`src/rtl/cursor_ctrl_pkg.sv`:
```
// cursor_pkg: shared types and width helpers for the cursor/IR front end.
package cursor_pkg;

  // Bits needed to encode the three speed states.
  localparam int ST_W = $clog2(3);

  typedef enum logic [ST_W-1:0] {
    IDLE = 2'd0,
    RUN  = 2'd1,
    FAST = 2'd2
  } speed_state_t;

  // Width of a field able to index/count n values; never less than one bit.
  function automatic int width_of(input int n);
    return (n <= 2) ? 1 : $clog2(n);
  endfunction

endpackage

```
`src/rtl/cursor_ctrl_ir_debounce.sv`:
```
// ir_debounce: one IR channel. A raw level that disagrees with the accepted
// level for DEB_CYC consecutive cycles becomes the new accepted level.
// 'rise' flags the cycle in which an accepted 0->1 is about to be registered,
// so the parent can register its event in the same edge as 'hit'.
module ir_debounce
  import cursor_pkg::*;
#(
  parameter int DEB_CYC = 4
) (
  input  logic clk,
  input  logic rst,
  input  logic raw,
  output logic hit,
  output logic rise
);

  localparam int CNT_W = width_of(DEB_CYC + 1);

  logic [CNT_W-1:0] cnt_p1;
  logic             hit_p1;
  logic             accept_p0;

  assign accept_p0 = (raw != hit_p1) && (cnt_p1 == CNT_W'(DEB_CYC - 1));
  assign rise      = accept_p0 && raw;
  assign hit       = hit_p1;

  // Mismatch counter and accepted level; any match restarts the count.
  always_ff @(posedge clk) begin
    if (rst) begin
      cnt_p1 <= '0;
      hit_p1 <= 1'b0;
    end else if (raw == hit_p1) begin
      cnt_p1 <= '0;
    end else if (accept_p0) begin
      cnt_p1 <= '0;
      hit_p1 <= raw;
    end else begin
      cnt_p1 <= cnt_p1 + CNT_W'(1);
    end
  end

endmodule

```
`src/rtl/cursor_ctrl.sv`:
```
// cursor_ctrl: frame-synchronous accelerating cursor plus debounced IR bus.
// Build option: define CURSOR_WRAP_EN to make the cursor wrap at the screen
// edges; by default it clamps at the edges.
module cursor_ctrl
  import cursor_pkg::*;
#(
  parameter int H_RES        = 640,
  parameter int V_RES        = 480,
  parameter int STEP         = 2,
  parameter int MAX_STEP     = 8,
  parameter int ACCEL_FRAMES = 16,
  parameter int N_IR         = 16,
  parameter int DEB_CYC      = 4
) (
  input  logic                     iCLK,
  input  logic                     iRST,
  input  logic                     iFRAME,
  input  logic                     iUP,
  input  logic                     iDOWN,
  input  logic                     iLEFT,
  input  logic                     iRIGHT,
  input  logic [N_IR-1:0]          iIR,
  output logic [$clog2(H_RES)-1:0] oX,
  output logic [$clog2(V_RES)-1:0] oY,
  output logic                     oMOVING,
  output logic [N_IR-1:0]          oIR_HIT,
  output logic                     oIR_EVT,
  output logic [$clog2(N_IR)-1:0]  oIR_IDX
);

  localparam int X_W = $clog2(H_RES);
  localparam int Y_W = $clog2(V_RES);
  localparam int I_W = $clog2(N_IR);
  localparam int P_W = ((X_W > Y_W) ? X_W : Y_W) + 1;
  localparam int S_W = width_of(MAX_STEP + 1);
  localparam int A_W = width_of(ACCEL_FRAMES + 1);

  // One axis step, one bit wider than the coordinate so nothing overflows.
  function automatic logic [P_W-1:0] step_axis(input logic [P_W-1:0] pos,
                                               input logic           inc,
                                               input logic [P_W-1:0] spd,
                                               input logic [P_W-1:0] lim);
    logic [P_W-1:0] res;
    res = pos;
    if (inc) begin
      res = pos + spd;
`ifdef CURSOR_WRAP_EN
      if (res >= lim) res = res - lim;
`else
      if (res >= lim) res = lim - P_W'(1);
`endif
    end else begin
`ifdef CURSOR_WRAP_EN
      if (pos < spd) res = pos + lim - spd;
      else           res = pos - spd;
`else
      if (pos < spd) res = '0;
      else           res = pos - spd;
`endif
    end
    return res;
  endfunction

  // Double the speed, saturating at the ceiling.
  function automatic logic [S_W-1:0] double_speed(input logic [S_W-1:0] spd);
    logic [S_W:0] dbl;
    dbl = {spd, 1'b0};
    if (dbl >= (S_W+1)'(MAX_STEP)) return S_W'(MAX_STEP);
    return dbl[S_W-1:0];
  endfunction

  // Index of the lowest set bit (0 when none set).
  function automatic logic [I_W-1:0] lowest_set(input logic [N_IR-1:0] v);
    logic [I_W-1:0] idx;
    idx = '0;
    for (int i = N_IR - 1; i >= 0; i--) begin
      if (v[i]) idx = I_W'(i);
    end
    return idx;
  endfunction

  speed_state_t     state_p0, state_p1;
  logic [S_W-1:0]   speed_p0, speed_p1;
  logic [A_W-1:0]   held_p0,  held_p1;
  logic [X_W-1:0]   x_p0,     x_p1;
  logic [Y_W-1:0]   y_p0,     y_p1;
  logic             moving_p1;
  logic             h_dir, v_dir;
  logic [A_W-1:0]   held_nx;
  logic [N_IR-1:0]  hit_w, rise_w;
  logic             evt_p1;
  logic [I_W-1:0]   idx_p1;

  // Speed FSM and position update, evaluated only in the frame-pulse cycle.
  always_comb begin
    state_p0 = state_p1;
    speed_p0 = speed_p1;
    held_p0  = held_p1;
    x_p0     = x_p1;
    y_p0     = y_p1;
    h_dir    = iRIGHT ^ iLEFT;
    v_dir    = iDOWN ^ iUP;
    held_nx  = held_p1 + A_W'(1);
    if (iFRAME) begin
      if (!h_dir && !v_dir) begin
        state_p0 = IDLE;
        speed_p0 = S_W'(STEP);
        held_p0  = '0;
      end else begin
        if (h_dir) x_p0 = X_W'(step_axis(P_W'(x_p1), iRIGHT, P_W'(speed_p1), P_W'(H_RES)));
        if (v_dir) y_p0 = Y_W'(step_axis(P_W'(y_p1), iDOWN, P_W'(speed_p1), P_W'(V_RES)));
        if (state_p1 == FAST) begin
          held_p0 = '0;
        end else begin
          if (held_nx == A_W'(ACCEL_FRAMES)) begin
            speed_p0 = double_speed(speed_p1);
            held_p0  = '0;
          end else begin
            held_p0  = held_nx;
          end
          state_p0 = (speed_p0 == S_W'(MAX_STEP)) ? FAST : RUN;
        end
      end
    end
  end

  // ---- stage boundary: cursor state registers ----
  // Cursor state and registered outputs; reset discards any move in flight.
  always_ff @(posedge iCLK) begin
    if (iRST) begin
      state_p1  <= IDLE;
      speed_p1  <= S_W'(STEP);
      held_p1   <= '0;
      x_p1      <= X_W'(H_RES / 2);
      y_p1      <= Y_W'(V_RES / 2);
      moving_p1 <= 1'b0;
    end else begin
      state_p1  <= state_p0;
      speed_p1  <= speed_p0;
      held_p1   <= held_p0;
      x_p1      <= x_p0;
      y_p1      <= y_p0;
      moving_p1 <= (state_p0 != IDLE);
    end
  end

  for (genvar g = 0; g < N_IR; g++) begin : g_ir
    ir_debounce #(
      .DEB_CYC(DEB_CYC)
    ) u_deb (
      .clk (iCLK),
      .rst (iRST),
      .raw (iIR[g]),
      .hit (hit_w[g]),
      .rise(rise_w[g])
    );
  end

  // ---- stage boundary: IR event registers ----
  // Event pulse and lowest riser index, registered with the debounced rise.
  always_ff @(posedge iCLK) begin
    if (iRST) begin
      evt_p1 <= 1'b0;
      idx_p1 <= '0;
    end else begin
      evt_p1 <= |rise_w;
      if (|rise_w) idx_p1 <= lowest_set(rise_w);
    end
  end

  assign oX      = x_p1;
  assign oY      = y_p1;
  assign oMOVING = moving_p1;
  assign oIR_HIT = hit_w;
  assign oIR_EVT = evt_p1;
  assign oIR_IDX = idx_p1;

endmodule

```
`config.mk`:
```
export PLATFORM = sky130hd
export DESIGN_NAME = cursor_ctrl
export DESIGN_NICKNAME = d
export VERILOG_FILES = /design/src/rtl/cursor_ctrl_pkg.sv /design/src/rtl/cursor_ctrl_ir_debounce.sv /design/src/rtl/cursor_ctrl.sv
export SDC_FILE = /design/constraint.sdc
export NUM_CORES = 1
export LEC_CHECK = 0
export ABC_CLOCK_PERIOD_IN_PS = 2100
export CELL_PAD_IN_SITES_DETAIL_PLACEMENT = 1
export CELL_PAD_IN_SITES_GLOBAL_PLACEMENT = 2
export CORE_ASPECT_RATIO = 0.8
export CORE_MARGIN = 4
export CORE_UTILIZATION = 31
export CTS_CLUSTER_DIAMETER = 200
export DETAILED_ROUTE_END_ITERATION = 7
export PLACE_DENSITY_LB_ADDON = 0.1
export SKIP_CTS_REPAIR_TIMING = 1
export SYNTH_ARGS = -nofsm -noshare
export SYNTH_HDL_FRONTEND = slang
export SYNTH_SLANG_ARGS = --single-unit
```
`constraint.sdc`:
```
create_clock -name iCLK -period 2.1 [get_ports iCLK]
set_input_delay 0.21 -clock iCLK [delete_from_list [all_inputs] [get_ports iCLK]]
set_output_delay 0.21 -clock iCLK [all_outputs]
set_load 0.01 [all_outputs]
```
# Word-level counts from Yosys, hierarchy flattened
# Cells that the tools add are included.
# word_totals
register_bits	100
input_bits	23
out_inout_bits	41
word_cells	251
# classes
addsub	21
order_cmp	5
eq_ne	52
mux	42
bitwise	19
n_reduce_logical	72
# op_table
cell	n
$mux W4	24
$add A3 B1 Y3 const B	16
$eq A3 B2 Y1 const B	16
$reduce_or A3 Y1	16
$reduce_and A2 Y1	17
$logic_and A1 B1 Y1	33
$mux W10	3
$mux W9	3
$not A1 Y1	17
$eq A1 B1 Y1	16
$ne A1 B1 Y1	16
$reduce_or A16 Y1	1
$mux W5	3
$add A10 B4 Y11	1
$ge A11 B10 Y1 const B	1
$add A9 B4 Y10	1
$ge A10 B9 Y1 const B	1
$lt A10 B4 Y1	1
$sub A10 B4 Y10	1
$lt A9 B4 Y1	1
$sub A9 B4 Y9	1
$mux W2	4
$reduce_and A3 Y1	2
$add A5 B1 Y5 const B	1
other kinds (9)	15

# Logic depth before layout (Yosys ltp)
# depth
depth_word	19
depth_mapped	10
depth_no_buf	10

# Modules after synthesis
# Synthesis repeated with hierarchy kept, for this count alone.
# hier_totals
hier_cells	629
area_unflattened_um2	5540.3
# by_module_without_submodules
mod	instances	cells_per_inst	area_per_inst_um2	seq_area_each_um2
cursor_ctrl	1	389	2917.8	720.7
ir_debounce	16	15	163.9	80.1

# Worst setup path before layout
# No wires, ideal clock.
# synth_timing
kind	reg2reg
start	reg speed_p1[2]
end	reg x_p1[5], in the netlist oX[5]
setup_time_ns	0.134
t_arrival_ns	2.065
required_ns	1.966
setup_slack_ns	-0.099
stages_incl_launch_ff	10
n_path_buf	1
synth_period_minus_slack_ns	2.199
cell_sequence	dfxtp_1 -> inv_1 -> ha_1 -> clkbuf_1 -> o21bai_1 -> or3_1 -> o21a_1 -> o32a_2 -> a21oi_2 -> a311oi_1
# synth_via
elab_chain_len	4
elab_cells_between_ends	7
cone_classes	2 x add/sub; 2 x order compare; 3 x mux
# synth_rtl
element	line	text
from (decl)	cursor_ctrl.sv:83	logic [S_W-1:0] speed_p0, speed_p1;
from (signal assigned)	cursor_ctrl.sv:132	speed_p1 <= S_W'(STEP);
from (signal assigned)	cursor_ctrl.sv:139	speed_p1 <= speed_p0;
$add A10 B4 Y11	cursor_ctrl.sv:46	res = pos + spd;
$ge A11 B10 Y1	cursor_ctrl.sv:50	if (res >= lim) res = lim - P_W'(1);
$mux W10	cursor_ctrl.sv:50	
$mux W10 *	cursor_ctrl.sv:45	if (inc) begin
to (signal assigned)	cursor_ctrl.sv:134	x_p1 <= X_W'(H_RES / 2);
to (signal assigned)	cursor_ctrl.sv:141	x_p1 <= x_p0;
to (decl)	cursor_ctrl.sv:85	logic [X_W-1:0] x_p0, x_p1;
# Mark *: on every way between the ends. The rest lies on a longest branch, timed or not.
# A chain may end at the register's enable or synchronous reset.

# Worst setup path after layout
# layout_timing
start	reg x_p1[0], in the netlist oX[0]
end	reg x_p1[5], in the netlist oX[5]
# layout_via
elab_chain_len	4
elab_cells_between_ends	7
cone_classes	2 x add/sub; 2 x order compare; 3 x mux
# layout_rtl
element	line
$add A10 B4 Y11	cursor_ctrl.sv:46
$ge A11 B10 Y1	cursor_ctrl.sv:50
$mux W10	cursor_ctrl.sv:50
$mux W10 *	cursor_ctrl.sv:45
# Marks and branches as above.

==> key figures <==
Worst setup path
  • Req. time, crit path: 2.32 ns
  • Crit Path Class: flop to flop
  • Delay-heaviest family, CP: compound AO/OA/AOI/OAI gates
  • CP endpoint kind: flop
  • Startpoint Class: flop
  • CP Cell Sequence: buf_4, ha_2, inv_2, fa_2, o21bai_4, or3_4, o21a_1, o32a_4, a21oi_4, a311oi_2
  • Worst path bufs/invs: 2
  • CP arrival: 2.50 ns
  • Max incr delay on CP: between 0.3 and 0.4 ns
  • CP max FO: 5
  • Slowest CP cell: or3_4

Synth
  • Xor and xnor area share after synthesis: 4.33%
  • Largest cells by area after synthesis: dfxtp_1 (35%), ha_1 (11%), nor2_1 (7.0%)
  • Synth cell count leaders: nor2_1 (106), dfxtp_1 (100), inv_1 (53), ha_1 (49), a21oi_1 (41)
  • Cell variety after synth: 66
  • Mean Syn Cell Area: ~8.4 um^2
  • Adder-Cell Fraction of Synth Area: 12.2%
  • Mapped Area: 0.00566 mm^2
  • Register area share after synthesis: 35.4%
  • Primary FF master, synth: dfxtp_1
  • Post-synthesis simple-gate area fraction: 21.6%
  • Yosys top cell by area: dfxtp_1
  • Yosys warning total: 0
  • Cells after Synth: 672
  • Compound-cell area share of the yosys netlist: 16.4%
  • Post-synth EDFFs: 0
  • Mux cell area share after synthesis: 2.50%
  • Most common cell in the netlist: nor2_1
  • Top cell type's share of synthesized area: 35.4%
  • FFs w/ async S/R, synth: 0%
  • Syn Nets: approximately 750
  • Combinational family with the most area after synthesis: simple AND/OR/NAND/NOR gates
  • Synth Register Bits: 100

Final layout
  • Antenna cell count: 0
  • Util after Layout: 42.9%
  • Nets: 860
  • Layout fillers: 2025
  • Post-Layout Cell Count: 1014
  • Post-route cell area: 0.00756 mm^2
  • Ratio of cells with drive above 1 in the final layout: 21.7%
  • Syn-to-layout area delta: 33.6%

Global route
  • First-pass GRT wire length: 26200 um
  • Initial antenna violation count: 0
  • Vias in the first global route: 5362
  • Total Routing Usage GR: 15.5%
  • Largest net degree at the start of global routing: 69
  • Total congestion overflow: 0

Placed design
  • Port bufs: 63
  • # placed instances: 990
  • Placer congestion estimate: 0.857
  • Post-DP Area: 0.00691 mm^2
  • Post-DP HPWL: 12300 um

Clocking
  • TritonCTS Buffers: 9
  • Clock transition at path regs: ~0.07 ns
  • Clk buf depth: 2
  • Clock sinks: 100
  • CTS Root Cell: clkbuf_16
  • Clock tree from TritonCTS: done
  • H-tree depth: 3
  • Worst skew pair latency: 0.35 ns

Die
  • Die X-Extent: 159 um
  • Full die area: 0.0205 mm^2
  • Row count: 43
  • Core area: 0.0176 mm^2
  • Starting Density: roughly a third
  • I/O pins: 64
  • Die Y: about 130 um

STA
  • Final hold slack: around 0.33 ns
  • Minimum clock period: 2.28 ns
  • Least-Margin Pin Slew: 0.604 ns
  • Max Slew Vio Count: 0
  • Clk_skew: 0.00612 ns
  • RSZ-0062 raised after global routing: true
  • Slew HR: 59.4%
  • Final setup viols: 15
  • Fin. Hold Viols: 0
  • FMAX: 439 MHz
  • Final period utilization: 108%
  • Setup ws final: -0.177 ns

Drt
  • Wire per inst: between 15 and 20 um
  • Vias/cell: 5.06
  • DRT iter0 DRCs: 152
  • Antenna Nets Post-Route: 0
  • DRC: 0
  • DRT Pass-1 Iters: 4
  • Routed wire length: about 16000 um
  • Via count: 5135

Pwr
  • Logic pwr share: 17.9%
  • PwrDens: 589 mW/mm^2
  • Lkg Pwr: 0.00304 uW
  • Power share of the sequential group: a little under half
  • VDD IR max: 325 uV
  • Switching share of power: 28.1%
  • Internal Pwr Total: 3210 uW
  • Clock network power share: 36.9%
  • NetSw: 1250 uW
  • Total power: 4460 uW

Status
  • Failing checks: setup timing
  • Status: finished, violations left

Flow run
  • Max cap viols: 0

Min path
  • Worst Hold Class: primary input to flop
## final timing paths
| check | start | endpoint | slack (ns) | cells after the start |
|---|---|---|---|---|
| worst max-delay path | oX[0] | oX[5] | -0.18 | 10 |
| worst min-delay path | iRST | g_ir[4].u_deb.hit | 0.33 | 3 |
| worst max register to register | oX[0] | oX[5] | -0.18 | 10 |
| worst min register to register | g_ir[8].u_deb.cnt_p1[0] | g_ir[8].u_deb.cnt_p1[0] | 0.42 | 1 |
## routing by layer
layer	vias up	global-route usage, %	part of all wire (%)
met4	0	3.37	1.1
li1	2545	-	-
met3	18	3.30	3.5
met1	2485	19.9	48
met2	87	27.1	48
met5	-	0	0
## per-stage QoR
| stage | TNS, ns | worst slack (ns) |
|---|---|---|
| finish | -1.63 | -0.177 |
| floorplan | 0 | 0.000384 |
| CTS | -2.68 | -0.227 |
| detailed placement | -2.36 | -0.214 |
| global route | -3.93 | -0.315 |
| global placement | -0.867 | -0.111 |
## cells by family (layout without fill, tap and decap cells)
| kind of cell | Yosys count | after routing |
|---|---|---|
| and+or+nand+nor | 246 | 246 |
| DFF | 100 | 100 |
| muxes | 14 | 14 |
| adders and majority gates | 53 | 53 |
| buffers and inverters | 94 | 211 |
| xor gates and xnor gates | 28 | 28 |
| AOI/OAI and AO/OA | 137 | 137 |
## power groups by stage
stage          Sequential, uW  Clock, uW  Combinational (uW)
2_1_floorplan            2060          0                 392
3_3_place_gp             2060          0                 706
3_5_place_dp             2060          0                 730
4_1_cts                  2020       1710                 734
5_1_grt                  2030       1780                 878
6_report                 2020       1640                 797
## cells in the final DEF (no fill, tap or decap), types with 4 or more instances in the layout
cell / instances
nor2_1: 102
dfxtp_1: 95
buf_4: 73
clkdlybuf4s50_1: 62
inv_1: 48
ha_1: 45
a21oi_1: 35
nand2_1: 25
xnor2_1: 20
or3_1: 19
o21ai_0: 18
mux2i_1: 13
nand2b_1: 13
nand3_1: 13
nor3_1: 12
and3b_1: 9
clkbuf_16: 9
xor2_1: 7
nor2b_1: 6
nand4_1: 6
a21oi_2: 6
a211oi_1: 6
inv_2: 5
and2_1: 5
o21bai_1: 5
a31oi_1: 5
o211ai_1: 4
a311oi_2: 4
a22oi_1: 4
a211oi_2: 4
o32ai_1: 4
fa_2: 4
dfxtp_2: 4
buf_6: 4
## worst reg2reg max path, delay by kind of cell (launching register included)
kind            cells  cell delay (ns)
compound gates      5             0.86
fa+ha+maj           2             0.42
buf+inv             2             0.19
flops               1             0.34
simple gates        1             0.35
## cell type report
class,count,area [um^2],area share (%)
multi-input combinational,478,3520,46.5
tap,225,282,3.72
clock buffer,10,239,3.16
clock inverter,6,55.1,0.728
sequential,100,2010,26.6
timing repair buffer,142,1260,16.6
inverter,53,199,2.63
## registers in the layout, summed over array words and instances, names as in the netlist
register and count:
g_ir.u_deb.cnt_p1 48, oY 9, g_ir.u_deb.hit 16, held_p1 5, oIR_EVT 1, state_p1 2, oX 10, oMOVING 1
speed_p1 4, oIR_IDX 4
Power figures use the tool's default switching activity.
